**src/rtl/rv32_mem_pkg.sv**
```systemverilog
// Shared definitions for the data-memory arbiter: memop codes, FSM states
// and the alignment rule applied before any memory strobe is issued.
package rv32_mem_pkg;

    localparam logic [2:0] MEMOP_B  = 3'b000;
    localparam logic [2:0] MEMOP_H  = 3'b001;
    localparam logic [2:0] MEMOP_W  = 3'b010;
    localparam logic [2:0] MEMOP_BU = 3'b100;
    localparam logic [2:0] MEMOP_HU = 3'b101;

    typedef enum logic [2:0] {
        IDLE  = 3'd0,
        SETUP = 3'd1,
        RD    = 3'd2,
        WR    = 3'd3,
        RESP  = 3'd4
    } arb_state_e;

    // Undefined memop codes are never flagged; they pass through to the memory.
    function automatic logic is_misaligned(input logic [2:0] memop,
                                           input logic [1:0] addr_lo);
        logic mis;
        mis = 1'b0;
        case (memop)
            MEMOP_H, MEMOP_HU: mis = addr_lo[0];
            MEMOP_W:           mis = (addr_lo != 2'b00);
            default:           mis = 1'b0;
        endcase
        return mis;
    endfunction

endpackage

```
**src/rtl/dmem_rr_arb.sv**
```systemverilog
// Two-port grant logic for the data-memory arbiter. Holds the round-robin
// pointer; grants are only issued while the parent FSM allows it.
module dmem_rr_arb #(
    parameter bit RR_EN = 1'b1
) (
    input  logic clk_i,
    input  logic reset_ni,
    input  logic en_i,
    input  logic req0_i,
    input  logic req1_i,
    output logic gnt0_o,
    output logic gnt1_o
);

    logic ptr_q;
    logic ptr_d;
    logic g0;
    logic g1;

    // The pointer names the port that wins a tie; it moves to the loser of every grant.
    always_comb begin
        g0    = 1'b0;
        g1    = 1'b0;
        ptr_d = ptr_q;
        if (en_i) begin
            if (req0_i && req1_i) begin
                if (RR_EN && ptr_q) begin
                    g1 = 1'b1;
                end else begin
                    g0 = 1'b1;
                end
            end else begin
                g0 = req0_i;
                g1 = req1_i;
            end
        end
        if (g0) begin
            ptr_d = 1'b1;
        end else if (g1) begin
            ptr_d = 1'b0;
        end
    end

    always_ff @(posedge clk_i or negedge reset_ni) begin
        if (!reset_ni) begin
            ptr_q <= 1'b0;
        end else begin
            ptr_q <= ptr_d;
        end
    end

    assign gnt0_o = g0;
    assign gnt1_o = g1;

endmodule

```
**src/rtl/dmem_arbiter.sv**
```systemverilog
// Arbitrates two requesters onto one data memory, one transaction at a time,
// sequencing the registered read/write strobes the memory samples on.
module dmem_arbiter
    import rv32_mem_pkg::*;
#(
    parameter int ADDR_W = 32,
    parameter bit RR_EN  = 1'b1
) (
    input  logic              clk,
    input  logic              reset,

    input  logic              p0_valid,
    output logic              p0_ready,
    input  logic [ADDR_W-1:0] p0_addr,
    input  logic [31:0]       p0_wdata,
    input  logic [2:0]        p0_memop,
    input  logic              p0_we,
    output logic              p0_rvalid,
    output logic [31:0]       p0_rdata,
    output logic              p0_err,

    input  logic              p1_valid,
    output logic              p1_ready,
    input  logic [ADDR_W-1:0] p1_addr,
    input  logic [31:0]       p1_wdata,
    input  logic [2:0]        p1_memop,
    input  logic              p1_we,
    output logic              p1_rvalid,
    output logic [31:0]       p1_rdata,
    output logic              p1_err,

    output logic [ADDR_W-1:0] dmem_addr,
    output logic [31:0]       dmem_datain,
    output logic [2:0]        dmem_memop,
    output logic              dmem_we,
    output logic              dmem_rdclk,
    output logic              dmem_wrclk,
    input  logic [31:0]       dmem_dataout
);

    arb_state_e        state_q;
    arb_state_e        state_d;
    logic              owner_q;
    logic [ADDR_W-1:0] addr_q;
    logic [31:0]       wdata_q;
    logic [2:0]        memop_q;
    logic              we_q;
    logic              err_q;
    logic [31:0]       rdata_q;
    logic              rdclk_q;
    logic              rdclk_d;
    logic              wrclk_q;
    logic              wrclk_d;

    logic              arb_en;
    logic              gnt0;
    logic              gnt1;
    logic              accept;
    logic [ADDR_W-1:0] acc_addr;
    logic [31:0]       acc_wdata;
    logic [2:0]        acc_memop;
    logic              acc_we;
    logic              acc_mis;
    logic              resp;
    logic [31:0]       resp_rdata;

    // Ready is gated by reset so nothing is accepted while reset is held low.
    assign arb_en = (state_q == IDLE) && reset;

    dmem_rr_arb #(
        .RR_EN (RR_EN)
    ) u_arb (
        .clk_i    (clk),
        .reset_ni (reset),
        .en_i     (arb_en),
        .req0_i   (p0_valid),
        .req1_i   (p1_valid),
        .gnt0_o   (gnt0),
        .gnt1_o   (gnt1)
    );

    always_comb begin
        accept    = gnt0 | gnt1;
        acc_addr  = gnt1 ? p1_addr  : p0_addr;
        acc_wdata = gnt1 ? p1_wdata : p0_wdata;
        acc_memop = gnt1 ? p1_memop : p0_memop;
        acc_we    = gnt1 ? p1_we    : p0_we;
        acc_mis   = is_misaligned(acc_memop, acc_addr[1:0]);
    end

    // Misaligned requests skip straight to RESP so the memory is never touched.
    always_comb begin
        state_d = state_q;
        case (state_q)
            IDLE: begin
                if (accept) begin
                    state_d = acc_mis ? RESP : SETUP;
                end
            end
            SETUP:   state_d = RD;
            RD:      state_d = we_q ? WR : RESP;
            WR:      state_d = RESP;
            RESP:    state_d = IDLE;
            default: state_d = IDLE;
        endcase
        rdclk_d = (state_d == RD);
        wrclk_d = (state_d == WR);
    end

    always_ff @(posedge clk or negedge reset) begin
        if (!reset) begin
            state_q <= IDLE;
            owner_q <= 1'b0;
            addr_q  <= '0;
            wdata_q <= '0;
            memop_q <= '0;
            we_q    <= 1'b0;
            err_q   <= 1'b0;
            rdata_q <= '0;
            rdclk_q <= 1'b0;
            wrclk_q <= 1'b0;
        end else begin
            state_q <= state_d;
            rdclk_q <= rdclk_d;
            wrclk_q <= wrclk_d;
            if (accept) begin
                owner_q <= gnt1;
                addr_q  <= acc_addr;
                wdata_q <= acc_wdata;
                memop_q <= acc_memop;
                we_q    <= acc_we;
                err_q   <= acc_mis;
            end
            if ((state_q == RD) && !we_q) begin
                rdata_q <= dmem_dataout;
            end
        end
    end

    assign resp       = (state_q == RESP);
    assign resp_rdata = (resp && !we_q && !err_q) ? rdata_q : 32'h0;

    assign p0_ready  = gnt0;
    assign p1_ready  = gnt1;
    assign p0_rvalid = resp && !owner_q;
    assign p1_rvalid = resp && owner_q;
    assign p0_rdata  = p0_rvalid ? resp_rdata : 32'h0;
    assign p1_rdata  = p1_rvalid ? resp_rdata : 32'h0;
    assign p0_err    = p0_rvalid && err_q;
    assign p1_err    = p1_rvalid && err_q;

    // Address/data/memop stay latched for the whole transaction; we is qualified by state.
    assign dmem_addr   = addr_q;
    assign dmem_datain = wdata_q;
    assign dmem_memop  = memop_q;
    assign dmem_we     = we_q && ((state_q == SETUP) || (state_q == RD) || (state_q == WR));
    assign dmem_rdclk  = rdclk_q;
    assign dmem_wrclk  = wrclk_q;

endmodule

```
**config.mk**
```make
export PLATFORM = sky130hd
export DESIGN_NAME = dmem_arbiter
export DESIGN_NICKNAME = d
export VERILOG_FILES = /design/src/rtl/rv32_mem_pkg.sv /design/src/rtl/dmem_rr_arb.sv /design/src/rtl/dmem_arbiter.sv
export SDC_FILE = /design/constraint.sdc
export NUM_CORES = 1
export LEC_CHECK = 0
export ABC_AREA = 1
export ABC_CLOCK_PERIOD_IN_PS = 1800
export BUFFER_PORTS_ARGS = -buffer_cell sky130_fd_sc_hd__buf_2
export CORE_AREA = 5 5 118 120
export DETAILED_ROUTE_END_ITERATION = 8
export DIE_AREA = 0 0 123 125
export GPL_TIMING_DRIVEN = 0
export PLACE_DENSITY = 0.87
export SLEW_MARGIN = 20
export SYNTH_ARGS = -nofsm -noshare
export SYNTH_HDL_FRONTEND = slang
export SYNTH_SLANG_ARGS = --single-unit
```
**constraint.sdc**
```tcl
create_clock -name clk -period 1.8 [get_ports clk]
set_input_delay 0.09 -clock clk [delete_from_list [all_inputs] [get_ports clk]]
set_output_delay 0.09 -clock clk [all_outputs]
set_load 0.02 [all_outputs]
```
==> results of run 1 <==
kinds of logic (layout without fill, tap and decap cells):
group	after synthesis	after routing	share of synthesized area [%]
simple gates	291	291	23.8
buf+inv	53	479	5.71
mux	32	32	7.11
compound gates	69	69	9.98
other cells	0	1	0
flops	108	108	53.4
sequential cells by signal (all words and copies together), names as in the netlist:
signal	count
u_arb.ptr_q	1
dmem_datain	32
dmem_memop	3
dmem_rdclk	1
dmem_wrclk	1
dmem_addr	32
err_q	1
we_q	1
owner_q	1
state_q	3
rdata_q	32
repair_timing:
item	4_1_cts	5_1_grt
endpoints found under the setup margin	125	133
gates resized for setup	128	163
cloned	2	3
endpoints found under the hold margin	122	55
setup buffers	8	10
pin swaps	8	18
layout make-up:
class                           count  area [µm²]  area share [%]
Clock buffer                       11         253            2.76
Sequential cell                   108        2710            29.5
Multi-Input combinational cell    392        2600            28.4
Buffer                             33         292            3.18
Clock inverter                      4        25.0           0.273
Antenna cell                        1        2.50          0.0273
Inverter                           19        77.6           0.847
Timing Repair Buffer              412        2980            32.6
Tap cell                          176         220            2.41
synth_stat cells, drive strengths merged:
master / number
o22ai: 63
clkbuf: 14
nor3: 6
clkinv: 1
o21ai: 6
nand3: 10
dfrtp: 108
nand2: 67
inv: 18
mux2: 32
buf: 20
nand3b: 2
or2: 1
nor2: 205
worst max-delay path by stage:
| stage | end | slack, ns | cells past startpoint |
|---|---|---|---|
| 2_1_floorplan | dmem_addr[28]$_DFFE_PN0P_ | 0.25 | 7 |
| 3_3_place_gp | dmem_addr[7]$_DFFE_PN0P_ | -2.01 | 7 |
| 6_report | p0_rdata[26] | -0.28 | 10 |
| 3_5_place_dp | dmem_addr[7]$_DFFE_PN0P_ | -0.64 | 8 |
| 4_1_cts | p0_rdata[10] | -0.14 | 10 |
| 5_1_grt | p0_rdata[23] | -0.40 | 10 |
worst max-delay path, stage by stage, from the launching register on:
cell,delay (ns)
dfrtp_1,0.40
inv_2,0.09
nand2_4,0.06
nor2_4,0.08
inv_2,0.06
nor3_4,0.21
buf_12,0.19
buf_6,0.13
nand2_1,0.09
nor2_1,0.16
buf_4,0.18
layer usage:
| metal | wire (µm) | up-vias |
|---|---|---|
| li1 | - | 2667 |
| met1 | 8670 | 2910 |
| met2 | 12100 | 394 |
| met3 | 2320 | 96 |
| met4 | 1350 | 2 |
| met5 | 11 | - |
power by group:
part	total (mW)	switching (mW)	internal (mW)
Clock	1.89	0.887	1.00
Sequential	4.68	1.03	3.65
Combinational	7.05	4.29	2.76
Total	13.6	6.20	7.41
stage by stage:
step | power [mW] | hold slack (ns) | instances | setup WS, ns | util (%)
2_1_floorplan | 7.98 | -0.206 | 553 | 0.250 | -
3_3_place_gp | 9.78 | 0.308 | 1040 | -2.01 | 53.1
3_5_place_dp | 10.0 | 0.0750 | 1041 | -0.642 | 53.4
4_1_cts | 12.4 | -0.284 | 1142 | -0.137 | 65.4
5_1_grt | 14.3 | -0.259 | 1156 | -0.398 | 71.1
6_report | 13.6 | -0.269 | 1156 | -0.282 | 71.1
cell usage in the layout (no fill, tap or decap), types with 4 or more instances in the layout:
master and n:
clkbuf_2 7, o21ai_0 6, mux2_2 26, buf_12 5, nor2_4 32, buf_6 46, buf_16 4, dfrtp_1 106
nand2_2 8, dlygate4sd3_1 75, inv_2 5, nand2_8 6, nand2_1 37, nand3_1 8, inv_1 11, o22ai_2 17
mux2_1 6, buf_2 253, nand2_4 16, buf_8 5, buf_4 42, nor2_1 149, clkbuf_16 12, nor2_2 24
o22ai_1 46
==> qor.yml, run 1 <==
detailed_routing:
  drt.antenna.violating_nets: 0
  drtPass1Iterations: 5
  vias: 6069
  drt-total-wl_um: 24500
  drtIter0Drc: 324
  post_drt_via_cell_ratio: 5.25
  wire_per_inst_um: 21.2
  drc: 0
cts:
  cts_tree: "built"
  cts.path.max_buffers: 2
  path_clk_slew_ns: 0.07
  clkLatencyLatePin_ns: 0.35
  hold_buffers: 77
  cts_buffers: 9
  cts-htree-levels: 3
  cts_root_buf: "clkbuf_16"
  clock_sink_count: 108
cells_and_area:
  nets: 1147
  area_growth_pct: 80.8
  fillCellCount: 829
  drive_gt1_share_pct: 53.9
  finalInstanceArea_um2: 9160
sta:
  setup_tns_ns: -12.51
  rsz0062_at_grt: "true"
  drv_slew: 0
  fmax_mhz: 480
  fin_worst_skew_ns: 0.00875
  relSlewSlack_pct: 50.2
  hold_slack_ns: -0.269
  setup_slack_ns: -0.282
  setup_violations: 65
  tightestPinTransition_ns: 0.747
  fin_crit_sh_pct: 116
  period_needed_ns: 2.08
  hold_violations: 55
pwr:
  p_per_area_nw_per_um2: 1490
  leakagePower_nw: 4.42
  worst_ir_drop_vdd_mv: 0.949
global_route:
  grt_pass1_vias: 6237
  grt_pass1_wl_um: 33100
  grt_util_all_layers_pct: 27.8
  grt_overflow: 0
  busiest_layer: "met2"
  grt_max_degree: 58
  met2_usage_pct: 48.0
  use_met3_pct: 8.27
  antenna_found_initial: 2
  grt_util_met1_pct: 30.2
logic_synthesis:
  synth.area.top_cells: "dfrtp_1 (53%), nor2_1 (14%), o22ai_1 (6.2%)"
  synth_nets: 725
  ys_ff_latch: 108
  ys_seq_area_share_pct: 53.4
  yosysTopAreaCellShare_pct: 53.4
  syn_inst: 553
  netlist_area_um2: 5060
  synth_warnings: 0
  yosysTopAreaCell: "dfrtp_1"
  synth.distinct_cells: 25
  syn_area_per_cell_um2: 9.16
critical_path:
  regToRegStartpoint: "state_q[1]$_DFF_PN0_"
  cp.required_ns: 1.71
  r2r_cells: 9
  cp-start-kind: "flop"
  crit_path_max_fanout: 8
  cp.arrival_ns: 1.99
  end_kind: "primary output"
  cp-startpoint: "state_q[1]$_DFF_PN0_"
  reg2reg_to: "dmem_addr[6]$_DFFE_PN0P_"
  crit_type: "flop to primary output"
  r2r_setup_slack_ns: 0.04
floorplanning:
  dieWidth_um: 123
  ios: 312
  fp.coreArea_um2: 12900
  initial_utilization_pct: 39.3
  dieArea_um2: 15400
  die_height_um: 125
  row_count: 42
place:
  io_buffers: 311
  gp_congestion: 0.913
  placed_area_um2: 6880
  hpwl_um: 13900
run_status:
  violations: "hold timing, setup timing"
  status: "complete, but fails checks"
flow_run:
  max_cap_viol_count: 0
hold_path:
  hp-class: "input port to async pin"
Power figures use the tool's default switching activity.
==> run 2: changes to the inputs <==
--- a/config.mk
+++ b/config.mk
@@ -5,14 +5,13 @@
 export SDC_FILE = /design/constraint.sdc
 export NUM_CORES = 1
 export LEC_CHECK = 0
-export ABC_AREA = 1
 export ABC_CLOCK_PERIOD_IN_PS = 1800
 export BUFFER_PORTS_ARGS = -buffer_cell sky130_fd_sc_hd__buf_2
-export CORE_AREA = 5 5 118 120
+export CORE_AREA = 5 5 127 129
 export DETAILED_ROUTE_END_ITERATION = 8
-export DIE_AREA = 0 0 123 125
+export DIE_AREA = 0 0 132 134
 export GPL_TIMING_DRIVEN = 0
-export PLACE_DENSITY = 0.87
+export PLACE_DENSITY = 0.77
 export SLEW_MARGIN = 20
 export SYNTH_ARGS = -nofsm -noshare
 export SYNTH_HDL_FRONTEND = slang
==> run 2 against run 1 <==
Compared with the run above:
- the run still ends with hold timing, setup timing left
- register-to-register slack worse by 0.16 ns
- final cell count increased by 1.1%
- first-iteration DRC count down 23%
- critical path type unchanged
- largest power group unchanged
==> qor.yml, run 2 <==
global_route:
  grt_pass1_vias: 6304
  grt_util_all_layers_pct: 24.9
  grt_overflow: 0
  grt_max_degree: 61
  antenna_found_initial: 7
  grt_pass1_wl_um: 34400
place:
  gp_congestion: 0.874
  hpwl_um: 13200
  io_buffers: 311
  dpl.cell_count: 992
  place_ws_ns: -0.641
floorplanning:
  die_height_um: 134
  dieArea_um2: 17700
  row_count: 45
  initial_utilization_pct: 32.9
  dieWidth_um: 132
  fp.coreArea_um2: 14900
  ios: 312
hold_path:
  hp-class: "input port to async pin"
sta:
  relSlewSlack_pct: 54.6
  hold_slack_ns: -0.286
  period_needed_ns: 2.07
  fin_worst_skew_ns: 0.0101
  rsz0062_at_grt: "true"
  setup_slack_ns: -0.274
  tightestPinTransition_ns: 0.675
  drv_slew: 0
  hold_violations: 59
  fmax_mhz: 482
  fin_crit_sh_pct: 115
  setup_violations: 151
flow_run:
  max_cap_viol_count: 0
logic_synthesis:
  ys_seq_area_share_pct: 55.0
  yosysMostFrequentCell: "nor2_1"
  synth_warnings: 0
  synthTopCellsByCount: "nor2_1 (137), dfrtp_1 (108), and2_1 (65)"
  netlist_area_um2: 4910
  syn_area_per_cell_um2: 9.98
  yosysTopAreaCell: "dfrtp_1"
  synth.area.top_cells: "dfrtp_1 (55%), nor2_1 (10%), and2_1 (8.3%)"
  synth_nets: 664
  synth_flop_cell: "dfrtp_1"
  async_reset_ff_share_pct: 100
  yosysTopAreaCellShare_pct: 55.0
  synth_edf_count: 0
  synth.distinct_cells: 32
  ys_ff_latch: 108
  syn_inst: 492
critical_path:
  cp.required_ns: 1.71
  crit_path_max_fanout: 10
  crit_type: "flop to primary output"
  cp-start-kind: "flop"
  cp.arrival_ns: 1.98
  end_kind: "primary output"
cells_and_area:
  ff_latch_area_um2: 2710
  multi_input_area_um2: 2920
  instances_no_fill: 1169
  area_growth_pct: 116
  drive_gt1_share_pct: 59.9
  final_cell_mix: "buf_2 (245), nor2_1 (128), dlygate4sd3_1 (107), dfrtp_1 (103), buf_6 (81)"
  nets: 1144
  fillCellCount: 962
  final_common_cell: "buf_2"
detailed_routing:
  drt.antenna.violating_nets: 0
  drt-total-wl_um: 25800
  drc: 0
  vias: 6040
  drtPass1Iterations: 4
  wire_per_inst_um: 22.0
  post_drt_via_cell_ratio: 5.17
  drtIter0Drc: 249
pwr:
  worst_ir_drop_vdd_mv: 0.783
  leakagePower_nw: 4.90
  p_per_area_nw_per_um2: 1300
cts:
  clkLatencyLatePin_ns: 0.35
  cts_tree: "built"
  hold_buffers: 109
  cts_buffers: 9
  cts.path.max_buffers: 2
  path_clk_slew_ns: 0.07
  cts_root_buf: "clkbuf_16"
  cts-htree-levels: 3
  clock_sink_count: 108
run_status:
  status: "complete, but fails checks"
  violations: "hold timing, setup timing"
run 2: critical path, stage by stage (launching register included):
cell     delay, ns
dfrtp_2       0.45
nor2_4        0.15
nand2_4       0.09
nor4b_4       0.30
buf_4         0.21
buf_8         0.14
and2_1        0.17
buf_6         0.13
run 2: worst paths after layout:
kind                                                    end  cells after the start  slack, ns               startpoint
worst max-delay path                            p1_rdata[8]                      7      -0.27     state_q[0]$_DFF_PN0_
worst min-delay path              dmem_addr[29]$_DFFE_PN0P_                      2      -0.29                    reset
worst max register to register    dmem_addr[11]$_DFFE_PN0P_                      9      -0.12     state_q[0]$_DFF_PN0_
worst min register to register      u_arb.ptr_q$_DFFE_PN0P_                      2       0.49  u_arb.ptr_q$_DFFE_PN0P_
max in group asynchronous       dmem_datain[28]$_DFFE_PN0P_                      4       1.13                    reset
min in group clk                dmem_datain[17]$_DFFE_PN0P_                      3       0.02             p0_wdata[17]
run 2: logic make-up (layout without fill, tap and decap cells):
group | after synthesis | after routing | share of synthesized area, %
DFF | 108 | 108 | 55.0
buffers and inverters | 41 | 525 | 3.98
and+or+nand+nor | 224 | 224 | 22.4
muxes | 34 | 34 | 7.75
other | 0 | 5 | 0
AOI/OAI and AO/OA | 85 | 85 | 10.9
run 2: timing repair:
item,4_1_cts,5_1_grt
gates resized for setup,267,196
setup endpoints to repair,165,170
cloned,3,15
setup buffers,23,11
pin swaps,32,84
endpoints found under the hold margin,132,59
run 2: area by class of cell:
type,instances,share of cell area [%]
well taps,188,2.21
diodes,5,0.118
inverters,7,0.342
multi-input cells,343,27.5
plain buffers,31,4.45
clock inverters,4,0.931
clock buffers,11,2.19
repair buffers,472,36.7
flip-flops and latches,108,25.5
run 2: metal layers:
layer | global-route usage [%] | vias to the layer above | routed length, µm
li1 | - | 2648 | -
met5 | 0 | - | 41
met2 | 44.4 | 359 | 13400
met4 | 14.6 | 6 | 1660
met3 | 7.61 | 118 | 1820
met1 | 25.7 | 2909 | 8820
run 2: metrics by stage:
step,util [%],power (mW),TNS [ns],area [µm²]
finish,71.2,13.8,-15.25,10600
floorplan,-,7.29,0,4910
CTS,62.6,12.3,-12.36,9340
global placement,44.9,8.98,-209.18,6700
global route,71.2,14.5,-26.39,10600
detailed placement,45.1,9.14,-47.50,6740
run 2: power by group:
group	internal [mW]	leakage, nW	switching [mW]
clock network	1.36	0.160	0.903
logic	3.26	3.51	3.74
registers	3.64	1.23	0.916
total	8.25	4.90	5.56
==> run 3: changes to the inputs <==
--- a/config.mk
+++ b/config.mk
@@ -7,11 +7,11 @@
 export LEC_CHECK = 0
 export ABC_CLOCK_PERIOD_IN_PS = 1800
 export BUFFER_PORTS_ARGS = -buffer_cell sky130_fd_sc_hd__buf_2
-export CORE_AREA = 5 5 127 129
+export CORE_AREA = 5 5 117 119
 export DETAILED_ROUTE_END_ITERATION = 8
-export DIE_AREA = 0 0 132 134
+export DIE_AREA = 0 0 122 124
 export GPL_TIMING_DRIVEN = 0
-export PLACE_DENSITY = 0.77
+export PLACE_DENSITY = 0.87
 export SLEW_MARGIN = 20
 export SYNTH_ARGS = -nofsm -noshare
 export SYNTH_HDL_FRONTEND = slang
==> run 3 against run 2 <==
Compared with the run above:
- the flow still finishes with violations (hold timing, setup timing)
- wire length fell by 2.8%
- design area fell by 8.2%
- fmax about the same
- non-clock buffer count shrank 47
- utilization grew 7.0 points
- flip-flop and latch count is the same
- first-iteration DRC count rose by 32%
- clock skew grew 0.00067 ns
- via count down 2.4%
- combinational power down 4.9%
- total power is 4.3% lower
- register-to-register slack improved by 0.02 ns
==> qor.yml, run 3 (synthesis gave the netlist of run 2 again) <==
sta:
  fin_crit_sh_pct: 115
  period_needed_ns: 2.07
  fmax_mhz: 482
  setup_violations: 132
  tightestPinTransition_ns: 0.648
  rsz0062_at_grt: "true"
  hold_violations: 53
  drv_slew: 0
  fin_worst_skew_ns: 0.0108
  setup_slack_ns: -0.274
  hold_slack_ns: -0.300
  relSlewSlack_pct: 56.4
detailed_routing:
  drtIter0Drc: 329
  post_drt_via_cell_ratio: 5.35
  drt-total-wl_um: 25100
  drtPass1Iterations: 4
  drt.antenna.violating_nets: 0
  vias: 5894
  wire_per_inst_um: 22.7
  drc: 0
critical_path:
  crit_type: "flop to primary output"
  r2r_setup_slack_ns: -0.10
  max_stage_delay_ns: 0.43
  reg2reg_to: "dmem_datain[20]$_DFFE_PN0P_"
  cp-start-kind: "flop"
  path_cells: "nor2_4 > nand2_4 > nor4b_4 > buf_6 > buf_8 > and2_1 > buf_6"
  end_kind: "primary output"
  crit_path_top_delay_cell: "dfrtp_2"
  cp.arrival_ns: 1.98
  cp.required_ns: 1.71
  critPathMostFrequentCell: "buf_6"
  r2r_cells: 9
  regToRegStartpoint: "state_q[0]$_DFF_PN0_"
  crit_path_max_fanout: 10
global_route:
  grt_max_degree: 57
  antenna_found_initial: 1
  grt_util_met1_pct: 28.4
  grt_pass1_vias: 5986
  grt_overflow: 0
  use_met3_pct: 8.58
  grt_util_all_layers_pct: 27.0
  grt_pass1_wl_um: 31500
  busiest_layer: "met2"
  met2_usage_pct: 49.0
pwr:
  pwr-share-clk_pct: 15.0
  seqPwrFrac_pct: 34.6
  internal_power_mw: 7.72
  worst_ir_drop_vdd_mv: 1.00
  p_sw_mw: 5.49
  p_sw_share_pct: 41.5
  p_per_area_nw_per_um2: 1360
  combPwrFrac_pct: 50.3
  leakagePower_nw: 4.58
cells_and_area:
  fillCellCount: 742
  area_growth_pct: 98.6
  final_common_cell: "buf_2"
  drive_gt1_share_pct: 61.7
  multi_input_area_um2: 2780
  nets: 1097
  final_cell_mix: "buf_2 (246), nor2_1 (130), dfrtp_1 (104), buf_6 (79), dlygate4sd3_1 (70)"
  final_util_pct: 78.2
  ff_latch_area_um2: 2710
floorplanning:
  initial_utilization_pct: 39.4
  fp.coreArea_um2: 12500
  dieArea_um2: 15100
  die_height_um: 124
  ios: 312
  dieWidth_um: 122
  row_count: 41
cts:
  clock_sink_count: 108
  cts-htree-levels: 3
  cts_buffers: 9
  cts.path.max_buffers: 2
  clkLatencyLatePin_ns: 0.34
  cts_root_buf: "clkbuf_16"
  cts_tree: "built"
  path_clk_slew_ns: 0.07
  hold_buffers: 70
run_status:
  violations: "hold timing, setup timing"
  status: "complete, but fails checks"
flow_run:
  max_cap_viol_count: 0
place:
  place_ws_ns: -0.264
  hpwl_um: 12800
  gp_congestion: 0.806
  io_buffers: 311
hold_path:
  hp-class: "input port to async pin"
[run 3: changes by cell type in the layout (fill, tap and decap cells not counted), sizes merged]
cell,change
diode,-4
inv,+1
dlygate4sd3,-37
bufinv,-2
buf,-5
clkinv,+1
clkbuf,-5
[run 3: critical path: cells and delay by family (launching register included)]
family | cells | cell delay [ns]
AND/OR/NAND/NOR | 4 | 0.75
buffers and inverters | 3 | 0.46
flip-flops | 1 | 0.43
[run 3: final cells by class]
type	instances	share of cell area, %
antenna	1	0.0257
clock buffer	11	2.49
sequential	108	27.8
clock inverter	4	0.501
inverter	7	0.372
timing repair buffer	424	33.7
multi-input combinational	343	28.5
buffer	32	4.43
tap	172	2.21
[run 3: worst max path at each step]
stage,startpoint,endpoint
2_1_floorplan,state_q[0]$_DFF_PN0_,p1_rdata[10]
3_3_place_gp,reset,dmem_addr[22]$_DFFE_PN0P_
3_5_place_dp,reset,dmem_addr[22]$_DFFE_PN0P_
4_1_cts,state_q[1]$_DFF_PN0_,p0_rdata[13]
5_1_grt,state_q[1]$_DFF_PN0_,p1_rdata[20]
6_report,state_q[1]$_DFF_PN0_,p1_rdata[20]
[run 3: power by group through the flow]
stage	Sequential (mW)	Clock [mW]	Combinational, mW
2_1_floorplan	5.20	0	2.09
3_3_place_gp	4.32	0	4.61
3_5_place_dp	4.40	0	4.74
4_1_cts	4.39	2.01	5.50
5_1_grt	4.67	2.12	7.04
6_report	4.57	1.99	6.65
[run 3: layer usage]
metal / vias to the layer above / share of wire (%)
li1: 2534 / -
met1: 2873 / 33
met2: 376 / 53
met3: 111 / 7.9
met4: 0 / 5.6
met5: - / 0
[run 3: per-stage QoR]
step,instances,power [mW],setup TNS [ns],cell area (µm²),hold WS [ns]
after floorplan,492,7.29,0,4910,-0.206
after global routing,1102,13.8,-18.68,9750,-0.288
final,1102,13.2,-12.72,9750,-0.300
after CTS,1080,11.9,-7.96,8710,-0.298
after global placement,975,8.93,-191.02,6680,0.307
after detailed placement,976,9.15,-15.63,6720,0.0692
[run 3: what timing repair did]
action / 4_1_cts / 5_1_grt
endpoints found under the hold margin: 119 / 52
gates resized for setup: 241 / 179
pin swaps: 14 / 31
cloned: 2 / 10
setup buffers: 17 / 13
setup endpoints to repair: 127 / 168
